[config.mk]
export PLATFORM = sky130hd
export DESIGN_NAME = tf_exp_gen
export DESIGN_NICKNAME = d
export VERILOG_FILES = /design/src/rtl/tf_pkg.sv /design/src/rtl/tf_exp_lane.sv /design/src/rtl/tf_exp_gen.sv
export SDC_FILE = /design/constraint.sdc
export NUM_CORES = 1
export LEC_CHECK = 0
export CORE_MARGIN = 3
export CORE_UTILIZATION = 52
export CTS_CLUSTER_SIZE = 14
export DETAILED_ROUTE_END_ITERATION = 7
export HOLD_SLACK_MARGIN = 0.03
export PLACE_DENSITY = 0.79
export SETUP_SLACK_MARGIN = 0.2
export SYNTH_ARGS = -nofsm -noshare
export SYNTH_HDL_FRONTEND = slang
export SYNTH_SLANG_ARGS = --single-unit
[constraint.sdc]
create_clock -name CLK -period 3.4 [get_ports CLK]
set_clock_uncertainty 0.05 [all_clocks]
set_input_delay 0.85 -clock CLK [delete_from_list [all_inputs] [get_ports CLK]]
set_output_delay 0.85 -clock CLK [all_outputs]
set_load 0.02 [all_outputs]
[src/rtl/tf_pkg.sv]
// tf_pkg: shared FFT twiddle constants and sequencer state encoding.
package tf_pkg;
    localparam int LOG2N = 8;
    localparam int N     = 1 << LOG2N;
    localparam int LANES = 4;
    localparam int NGRP  = N / (2 * LANES);
    localparam int SW    = 3;
    localparam int CW    = $clog2(NGRP);
    localparam int BW    = LOG2N - 1;
    typedef enum logic [1:0] {IDLE, RUN, DRAIN} state_t;
endpackage

[src/rtl/tf_exp_lane.sv]
// tf_exp_lane: twiddle exponent of one butterfly, e = (b & (span-1)) << s.
import tf_pkg::*;
module tf_exp_lane (
    input  logic [BW-1:0]    b,
    input  logic [SW-1:0]    s,
    output logic [LOG2N-1:0] e
);
    logic [LOG2N-1:0] mask;
    assign mask = (LOG2N'(N / 2) >> s) - LOG2N'(1);
    assign e    = ({1'b0, b} & mask) << s;
endmodule

[src/rtl/tf_exp_gen.sv]
// tf_exp_gen: issues 4 twiddle exponents per cycle over all FFT stages, with
// TF_VLD/TF_LAST/DONE delayed one cycle to line up with the twiddle ROM output.
import tf_pkg::*;
module tf_exp_gen (
    input  logic             CLK,
    input  logic             RSTn,
    input  logic             START,
    input  logic             HOLD,
    output logic             BUSY,
    output logic [LOG2N-1:0] EXP0,
    output logic [LOG2N-1:0] EXP1,
    output logic [LOG2N-1:0] EXP2,
    output logic [LOG2N-1:0] EXP3,
    output logic             EXP_VLD,
    output logic [SW-1:0]    STAGE,
    output logic             TF_VLD,
    output logic             TF_LAST,
    output logic             DONE
);
    state_t           state, nxt;
    logic [SW-1:0]    s;
    logic [CW-1:0]    c;
    logic [LOG2N-1:0] e     [LANES];
    logic [LOG2N-1:0] exp_q [LANES];
    logic             issue, c_max, last_grp, last_q;

    for (genvar k = 0; k < LANES; k++) begin : g_lane
        tf_exp_lane u_lane (.b({c, 2'(k)}), .s(s), .e(e[k]));
    end

    assign c_max    = c == CW'(NGRP - 1);
    assign issue    = state == RUN && !HOLD;
    assign last_grp = c_max && s == SW'(LOG2N - 1);

    always_comb begin
        nxt = state;
        if (state == IDLE && START)
            nxt = RUN;
        else if (issue && last_grp)
            nxt = DRAIN;
        else if (state == DRAIN)
            nxt = IDLE;
    end

    always_ff @(posedge CLK or negedge RSTn) begin
        if (!RSTn) begin
            state   <= IDLE;
            s       <= '0;
            c       <= '0;
            exp_q   <= '{default: '0};
            STAGE   <= '0;
            EXP_VLD <= 1'b0;
            last_q  <= 1'b0;
            TF_VLD  <= 1'b0;
            TF_LAST <= 1'b0;
            DONE    <= 1'b0;
        end else begin
            state   <= nxt;
            EXP_VLD <= issue;
            TF_VLD  <= EXP_VLD;
            TF_LAST <= EXP_VLD && last_q;
            DONE    <= state == DRAIN;
            if (state == IDLE && START) begin
                s <= '0;
                c <= '0;
            end
            if (issue) begin
                exp_q  <= e;
                STAGE  <= s;
                last_q <= c_max;
                c      <= c_max ? '0 : c + CW'(1);
                s      <= c_max ? s + SW'(1) : s;
            end
        end
    end

    assign BUSY = state != IDLE;
    assign EXP0 = exp_q[0];
    assign EXP1 = exp_q[1];
    assign EXP2 = exp_q[2];
    assign EXP3 = exp_q[3];
endmodule

==> results.json, run 1 <==
{
  "end_kind": "register",
  "drive_above_1_share": 0.112,
  "r2r_slack_ns": 0.43,
  "hpwl_mm": 4.01,
  "synth_edf_count": 0,
  "cts_hold_buf": 0,
  "clockBufferDepth": 2,
  "synthCells": 240,
  "yosys-top-cells-count": "dfrtp_1, nand2_1, o21ai_0",
  "syn_area_sq_mm": 0.00239,
  "ys_warn_count": 0,
  "io_buffers": 40,
  "grt_max_degree": 47,
  "grt_pass1_vias": 1883,
  "synth_area_leaders": "dfrtp_1, nand2_1, ha_1",
  "maxSlewViolCount": 0,
  "wl_per_cell_um": 16.7,
  "worstRegToRegCells": 10,
  "antenna_found_initial": 0,
  "min_period_ns": 2.97,
  "ys.flop_type": "dfrtp_1",
  "post-route-period-util": 0.875,
  "grtUsageTotal": 0.223,
  "ant_nets": 0,
  "io_pins": 44,
  "wirelength_mm": 5.62,
  "crit_type": "reg2reg",
  "ys_types": 54,
  "worstMarginPinSlew_ns": 0.997,
  "dieWidth_um": 73.8,
  "grt_pass1_wl_mm": 9.28,
  "timing.setup.tns_ns": 0,
  "status": "completed",
  "synth_top_cell_by_area": "dfrtp_1",
  "rows": 24,
  "drt_first_pass_iters": 4,
  "fmax_mhz": 336,
  "tritoncts": "yes",
  "coreArea_sq_mm": 0.00438,
  "synth_top_cell_area_share": 0.481,
  "cts-root-buf": "clkbuf_8",
  "cts_buffers": 5,
  "p_leak_nw": 1.33,
  "crit_end": "EXP2[5]",
  "hold_viol": 0,
  "worst-path-max-fanout": 13,
  "cp-start-kind": "register",
  "area_delta_synth_final_pct": 23.8,
  "fin_ws_ns": 0.425,
  "slew_headroom": 0.335,
  "setup_viol": 0,
  "die-area_sq_mm": 0.00545,
  "hp-class": "reg2reg",
  "clk_pin_slew_ns": 0.08,
  "htree_levels": 2,
  "cap_violations": 0,
  "ys_seq_area_frac": 0.481,
  "powerDensity_mw_per_mm2": 693,
  "rsz0062_at_grt": "no",
  "synth.avg_cell_area_sq_um": 9.96,
  "die_h_um": 73.8,
  "r2r_start": "s[0]",
  "dp_worst_setup_slack_ns": 0.353,
  "start_util": 0.545,
  "drt_iter0_drc": 121,
  "cts.sinks": 46,
  "vias": 1989,
  "drc": 0,
  "clk_latency_ns": 0.30,
  "gr-total-overflow": 0,
  "peakVddDrop_mv": 0.312,
  "cp.required_ns": 3.52,
  "startpoint": "s[0]",
  "num_antenna_cells": 0,
  "gp_congestion": 0.878,
  "routed_via_density": 5.90,
  "synth_seq_cells": 46,
  "crit_arrival_ns": 3.09,
  "reg2reg_to": "EXP2[5]",
  "synthArstFlopShare": 1.00,
  "synth_most_common_cell": "dfrtp_1",
  "layout.nets": 297
}
-- per-layer routing --
layer | part of all wire | GRT usage | vias up
met1 | 0.46 | 0.303 | 962
met2 | 0.46 | 0.348 | 70
met3 | 0.067 | 0.0602 | 5
met4 | 0.010 | 0.0644 | 0
met5 | 0 | 0 | -
li1 | - | - | 952
-- flip-flops by register name, indices dropped and copies added, names as in the netlist --
signal,count
last_q,1
EXP3,7
EXP1,8
EXP0,6
EXP2,7
STAGE,3
c,5
s,3
EXP_VLD,1
TF_LAST,1
state,2
DONE,1
TF_VLD,1
-- how the worst min path moves through the flow --
stage / startpoint / cells after the start / end / slack, ns
finish: EXP_VLD / 0 / TF_VLD / 0.35
global route: EXP_VLD / 0 / TF_VLD / 0.36
CTS: EXP_VLD / 0 / TF_VLD / 0.35
detailed placement: EXP_VLD / 0 / TF_VLD / 0.33
global placement: EXP_VLD / 0 / TF_VLD / 0.34
floorplan: last_q / 2 / last_q / 0.39
-- placed cells by master (no fill, tap or decap), types with 2 or more instances in the layout --
| cell | instances |
|---|---|
| conb_1 | 3 |
| nand2b_1 | 3 |
| nand4_1 | 3 |
| inv_2 | 2 |
| nor2_1 | 15 |
| o21ai_0 | 17 |
| o211ai_1 | 8 |
| dfrtp_1 | 46 |
| nor3_1 | 3 |
| nand2_1 | 44 |
| clkbuf_8 | 5 |
| a22oi_1 | 2 |
| nand3_1 | 9 |
| ha_1 | 8 |
| a22o_1 | 9 |
| clkbuf_1 | 2 |
| a211o_1 | 2 |
| a221o_1 | 3 |
| inv_1 | 4 |
| buf_4 | 10 |
| nor2b_1 | 3 |
| clkdlybuf4s50_1 | 39 |
| nand3b_1 | 2 |
| o2111ai_1 | 3 |
| a21oi_1 | 8 |
-- logic make-up after synthesis --
kind of cell	after synthesis	share of synthesized area
other cells	1	0.00157
compound gates	68	0.230
flops	46	0.481
mux	3	0.0147
xor+xnor	1	0.00366
buf+inv	22	0.0460
fa+ha+maj	9	0.0471
simple gates	90	0.176
-- metrics by stage --
| step | cells | total power [W] | hold slack [ns] | utilization | instance area, sq um |
|---|---|---|---|---|---|
| 3_5_place_dp | 329 | 0.00166 | 0.331 | 0.650 | 2850 |
| 4_1_cts | 337 | 0.00206 | 0.349 | 0.674 | 2960 |
| 6_report | 337 | 0.00205 | 0.348 | 0.675 | 2960 |
| 5_1_grt | 337 | 0.00217 | 0.360 | 0.675 | 2960 |
| 3_3_place_gp | 329 | 0.00165 | 0.338 | 0.650 | 2850 |
| 2_1_floorplan | 242 | 0.00129 | 0.387 | - | 2400 |
-- where the power goes --
part / leakage, nW / internal [W] / total (W) / switching (W)
Combinational: 0.678 / 0.000393 / 0.000856 / 0.000463
Sequential: 0.597 / 0.000693 / 0.000795 / 0.000102
Clock: 0.0524 / 0.000220 / 0.000400 / 0.000180
Total: 1.33 / 0.00131 / 0.00205 / 0.000745
-- critical path, cell delays in order (launching register included) --
cell and delay [ns]:
dfrtp_1 0.36, buf_4 0.21, clkinv_1 0.11, ha_1 0.30
nand2_1 0.11, ha_1 0.27, and3b_1 0.22, o21ai_2 0.35
mux2i_2 0.18, a221oi_2 0.53, o211ai_1 0.16
-- timing repair --
action                                  CTS  global route
buffers inserted                          0             0
resized for setup                         0             1
endpoints found under the hold margin     0             0
endpoints found under the setup margin    0             2
-- layout make-up --
class | count | area, sq um
clock buffer | 7 | 76.3
clock inverter | 1 | 30.0
fill | 369 | 1430
inverter | 7 | 26.3
multi-input combinational | 174 | 1140
sequential | 46 | 1150
tap | 52 | 65.1
timing repair buffer | 50 | 470
(Power assumes the default switching activity.)
==> run 2: changes to the inputs <==
==> constraint.sdc (replaced) <==
create_clock -name CLK -period 3.23 [get_ports CLK]
set_clock_uncertainty 0.05 [all_clocks]
set_input_delay 0.8075 -clock CLK [delete_from_list [all_inputs] [get_ports CLK]]
set_output_delay 0.8075 -clock CLK [all_outputs]
set_load 0.02 [all_outputs]
==> run 2 against run 1 <==
Final cell count fell by 0.59%. Flip-flop and latch count did not move. Global-route usage fell by 1.3 points. Hold slack got worse by 0.00066 ns. Utilization fell by 0.37 points. Non-clock buffer count fell by 2. Power rose by 1.9%. Sequential share of layout area rose by 0.30 points. Combinational power rose by 4.7%. Design area fell by 0.55%. Wire length fell by 4.3%. Largest cell class is now multi-input combinational cells.
==> results.json, run 2 (synthesized netlist as in run 1, its figures left out) <==
{
  "slew_headroom": 0.351,
  "wl_per_cell_um": 16.1,
  "hp-start": "EXP_VLD",
  "timing.setup.tns_ns": 0,
  "clockBufferDepth": 2,
  "reg2reg_to": "EXP2[5]",
  "slowest_delay_ns": 0.51,
  "cts-root-buf": "clkbuf_8",
  "grt_max_degree": 47,
  "final_cell_mix": "dfrtp_1, nand2_1, clkdlybuf4s50_1",
  "p_leak_nw": 1.31,
  "io_buffers": 40,
  "gr-total-overflow": 0,
  "maxSlewViolCount": 0,
  "min_to": "TF_VLD",
  "drc": 0,
  "cp_cell_sequence": "ha_1, ha_1, inv_1, ha_1, and3b_1, o21ai_4, mux2i_2, a221oi_4, o211ai_1",
  "r2r_start": "s[0]",
  "drive_above_1_share": 0.113,
  "cts_setup_buffers": 0,
  "io_pins": 44,
  "hpwl_mm": 3.86,
  "start_util": 0.545,
  "routed_via_density": 5.99,
  "hp-class": "reg2reg",
  "peakVddDrop_mv": 0.389,
  "min_period_ns": 2.86,
  "grt_pass1_wl_mm": 8.91,
  "ant_nets": 0,
  "fill_cells": 355,
  "layout.nets": 295,
  "clk_pin_slew_ns": 0.09,
  "largest_reg_flops": 8,
  "die-area_sq_mm": 0.00545,
  "crit_slowest_cell": "dfrtp_2",
  "clk_latency_ns": 0.30,
  "multiInputGateArea_sq_mm": 0.00116,
  "area_delta_synth_final_pct": 23.1,
  "rows": 24,
  "antenna_found_initial": 0,
  "r2r_slack_ns": 0.37,
  "status": "completed",
  "gp_congestion": 0.933,
  "cp.required_ns": 3.35,
  "cap_violations": 0,
  "regArea_sq_mm": 0.00115,
  "coreArea_sq_mm": 0.00438,
  "htree_levels": 2,
  "tritoncts": "yes",
  "powerDensity_mw_per_mm2": 710,
  "worst-path-max-fanout": 14,
  "cts_buffers": 5,
  "setup_viol": 0,
  "dp_cells": 327,
  "busiest_layer": "met2",
  "drt_first_pass_iters": 4,
  "post-route-period-util": 0.885,
  "hold_viol": 0,
  "cpMostUsedCell": "ha_1",
  "rsz0062_at_grt": "no",
  "use_met3": 0.0451,
  "worstMarginPinSlew_ns": 0.973,
  "cts.sinks": 46,
  "crit_arrival_ns": 2.98,
  "cp-start-kind": "register",
  "layoutNonFillerInstCount": 335,
  "dieWidth_um": 73.8,
  "fmax_mhz": 350,
  "drt_iter0_drc": 177,
  "cts_hold_buf": 0,
  "num_antenna_cells": 0,
  "die_h_um": 73.8,
  "min_path_cells": 0,
  "grtUsageTotal": 0.210,
  "grtUsageMet2": 0.315,
  "wirelength_mm": 5.38,
  "grt_util_met1": 0.303,
  "end_kind": "register",
  "worstRegToRegCells": 9,
  "vias": 2005,
  "grt_pass1_vias": 1840,
  "crit_type": "reg2reg"
}
==> run 2: cell types whose count changed in the layout (fill, tap and decap cells not counted), sizes merged <==
cell    change
buf         -2
clkinv      +2
bufinv      -1
clkbuf      -1
==> run 2: power by group <==
| group | switching, W | internal, W | total (W) |
|---|---|---|---|
| Combinational | 0.000483 | 0.000413 | 0.000896 |
| Clock | 0.000190 | 0.000153 | 0.000343 |
| Sequential | 0.000120 | 0.000730 | 0.000851 |
| Total | 0.000794 | 0.00130 | 0.00209 |
==> run 2: repair_timing <==
item | 4_1_cts | 5_1_grt
gates cloned | 0 | 0
resized for setup | 1 | 3
endpoints found under the setup margin | 1 | 10
==> run 2: layout make-up <==
| type | instances | share of cell area |
|---|---|---|
| Clock buffer | 6 | 0.0247 |
| Sequential cell | 46 | 0.392 |
| Clock inverter | 2 | 0.00468 |
| Tap cell | 52 | 0.0221 |
| Multi-Input combinational cell | 174 | 0.393 |
| Timing Repair Buffer | 48 | 0.155 |
| Inverter | 7 | 0.00893 |
==> run 2: per-stage QoR <==
stage	util	total power (W)	cell area (sq um)	hold slack (ns)	setup slack (ns)
after CTS	0.669	0.00210	2930	0.354	0.264
final	0.671	0.00209	2940	0.348	0.373
after global placement	0.647	0.00173	2840	0.329	0.282
after global routing	0.671	0.00222	2940	0.371	0.286
after floorplan	-	0.00136	2400	0.387	0.483
after detailed placement	0.647	0.00174	2840	0.336	0.184
==> run 2: critical path: cells and delay by family (launching register included) <==
kind / cells / cell delay (ns)
AOI/OAI and AO/OA: 3 / 0.85
buffers and inverters: 1 / 0.11
muxes: 1 / 0.19
DFF: 1 / 0.51
adders and majority gates: 3 / 0.78
and+or+nand+nor: 1 / 0.24
==> run 2: worst max-delay path by stage <==
stage	startpoint	endpoint	slack [ns]	cells past startpoint
final	s[0]	EXP2[5]	0.37	9
after global routing	s[0]	EXP2[5]	0.29	9
after CTS	s[0]	EXP2[5]	0.26	9
after detailed placement	s[0]	EXP2[5]	0.18	9
after global placement	s[0]	EXP2[5]	0.28	9
after floorplan	s[0]	EXP2[5]	0.48	10
==> run 2: layer usage <==
layer | share of wire | wire length, um
met1 | 0.47 | 2540
met2 | 0.45 | 2430
met3 | 0.063 | 337
met4 | 0.013 | 69
met5 | 0 | 0
==> run 3: changes to the inputs <==
--- a/config.mk
+++ b/config.mk
@@ -5,6 +5,7 @@
 export SDC_FILE = /design/constraint.sdc
 export NUM_CORES = 1
 export LEC_CHECK = 0
+export CAP_MARGIN = 15
 export CORE_MARGIN = 3
 export CORE_UTILIZATION = 52
 export CTS_CLUSTER_SIZE = 14
==> constraint.sdc (replaced) <==
create_clock -name CLK -period 3.23 [get_ports CLK]
set_clock_uncertainty 0.05 [all_clocks]
set_input_delay 0.646 -clock CLK [delete_from_list [all_inputs] [get_ports CLK]]
set_output_delay 0.646 -clock CLK [all_outputs]
set_load 0.02 [all_outputs]
==> run 3 against run 2 <==
Sequential power hardly changed. Final cell count increased by 0.30%. Register-to-register slack worse by 0.04 ns. Largest power group unchanged.
==> results.json, run 3 (synthesized netlist as in run 1, its figures left out) <==
{
  "powerDensity_mw_per_mm2": 759,
  "r2r_start": "s[1]",
  "final_cell_mix": "dfrtp_1, nand2_1, clkdlybuf4s50_1",
  "reg2reg_to": "EXP2[5]",
  "clk_latency_ns": 0.30,
  "clk_pin_slew_ns": 0.09,
  "crit_type": "reg2reg",
  "min_path_cells": 0,
  "htree_levels": 2,
  "wl_per_cell_um": 17.0,
  "grt_pass1_wl_mm": 9.25,
  "grt_pass1_vias": 1885,
  "io_buffers": 40,
  "worstMarginPinSlew_ns": 1.01,
  "slowest_delay_ns": 0.51,
  "internal-power_w": 0.00147,
  "hold_viol": 0,
  "cts-root-buf": "clkbuf_8",
  "start_util": 0.545,
  "path_buf_inv": 1,
  "clockBufferDepth": 2,
  "comb_power_share": 0.397,
  "status": "completed",
  "layout.nets": 296,
  "r2r_slack_ns": 0.33,
  "post-route-period-util": 0.898,
  "grtUsageTotal": 0.221,
  "hpwl_mm": 3.95,
  "largest_reg_flops": 8,
  "area_delta_synth_final_pct": 25.4,
  "setup_viol": 0,
  "vias": 2038,
  "grt_max_degree": 47,
  "io_pins": 44,
  "p_clk_frac": 0.230,
  "fill_cells": 348,
  "worst-path-max-fanout": 14,
  "cts.sinks": 46,
  "crit_arrival_ns": 3.03,
  "seqPwrFrac": 0.373,
  "cts_buffers": 5,
  "ant_nets": 0,
  "crit_family": "compound AO/OA/AOI/OAI gates",
  "cap_violations": 0,
  "cp.required_ns": 3.36,
  "final_common_cell": "dfrtp_1",
  "dieWidth_um": 73.8,
  "hp-start": "EXP_VLD",
  "fin_ws_ns": 0.328,
  "cpMostUsedCell": "ha_1",
  "swShare": 0.353,
  "coreArea_sq_mm": 0.00438,
  "drt_iter0_drc": 165,
  "fmax_mhz": 345,
  "crit_slowest_cell": "dfrtp_2",
  "die_h_um": 73.8,
  "timing.setup.tns_ns": 0,
  "drc": 0,
  "tritoncts": "yes",
  "cp_cell_sequence": "ha_1, ha_1, inv_1, ha_1, and3b_1, o21ai_2, mux2i_2, a221oi_4, o211ai_1",
  "end_kind": "register",
  "p_switching_w": 0.000804,
  "rows": 24,
  "dp_worst_setup_slack_ns": 0.299,
  "routed_via_density": 6.07,
  "cts_hold_buf": 0,
  "p_leak_nw": 1.34,
  "min_to": "TF_VLD",
  "worstRegToRegCells": 9,
  "cp-start-kind": "register",
  "gp_congestion": 0.915,
  "num_antenna_cells": 0,
  "rsz0062_at_grt": "no",
  "drive_above_1_share": 0.116,
  "cts_setup_buffers": 0,
  "antenna_found_initial": 0,
  "cts_resized": 0,
  "gr-total-overflow": 0,
  "peakVddDrop_mv": 0.444,
  "drt_first_pass_iters": 5,
  "min_period_ns": 2.90,
  "slew_headroom": 0.326,
  "die-area_sq_mm": 0.00545,
  "wirelength_mm": 5.73,
  "hp-class": "reg2reg",
  "maxSlewViolCount": 0
}
[run 3: power groups by stage]
stage / clock network, W / registers, W / logic [W]
after detailed placement: 0 / 0.000859 / 0.000885
after global routing: 0.000552 / 0.000869 / 0.000972
after floorplan: 0 / 0.000998 / 0.000363
after global placement: 0 / 0.000853 / 0.000875
after CTS: 0.000527 / 0.000848 / 0.000893
final: 0.000524 / 0.000849 / 0.000904
[run 3: worst max-delay path by stage]
stage	depth (start not counted)	start	slack, ns	endpoint
after floorplan	10	s[0]	0.48	EXP2[5]
after global placement	9	s[1]	0.34	EXP2[5]
after detailed placement	9	s[1]	0.30	EXP2[5]
after CTS	9	s[1]	0.25	EXP2[5]
after global routing	9	s[1]	0.17	EXP2[5]
final	9	s[1]	0.33	EXP2[5]
[run 3: final cells by class]
| type | instances | area, sq um | share of cell area |
|---|---|---|---|
| repair buffers | 49 | 463 | 0.154 |
| multi-input cells | 174 | 1150 | 0.383 |
| well taps | 52 | 65.1 | 0.0217 |
| clock inverters | 2 | 60.1 | 0.0200 |
| inverters | 7 | 26.3 | 0.00876 |
| flip-flops and latches | 46 | 1150 | 0.384 |
| clock buffers | 6 | 82.6 | 0.0275 |
[run 3: per-stage QoR]
step | std cells | area (sq um) | hold slack, ns | total power [W] | util
6_report | 336 | 3000 | 0.347 | 0.00228 | 0.684
5_1_grt | 336 | 3000 | 0.387 | 0.00239 | 0.684
4_1_cts | 336 | 2990 | 0.351 | 0.00227 | 0.681
3_5_place_dp | 328 | 2840 | 0.334 | 0.00174 | 0.648
3_3_place_gp | 328 | 2840 | 0.338 | 0.00173 | 0.648
2_1_floorplan | 242 | 2400 | 0.300 | 0.00136 | -
[run 3: worst register-to-register path: stages, from the launching register on]
cell and delay, ns:
dfrtp_2 0.51, ha_1 0.28, ha_1 0.21, inv_1 0.10, ha_1 0.29, and3b_1 0.22, o21ai_2 0.34, mux2i_2 0.21
a221oi_4 0.43, o211ai_1 0.15
[run 3: metal layers]
| layer | track usage | share of wire |
|---|---|---|
| met1 | 0.315 | 0.45 |
| met2 | 0.324 | 0.45 |
| met3 | 0.0534 | 0.081 |
| met4 | 0.0825 | 0.021 |
| met5 | 0 | 0 |
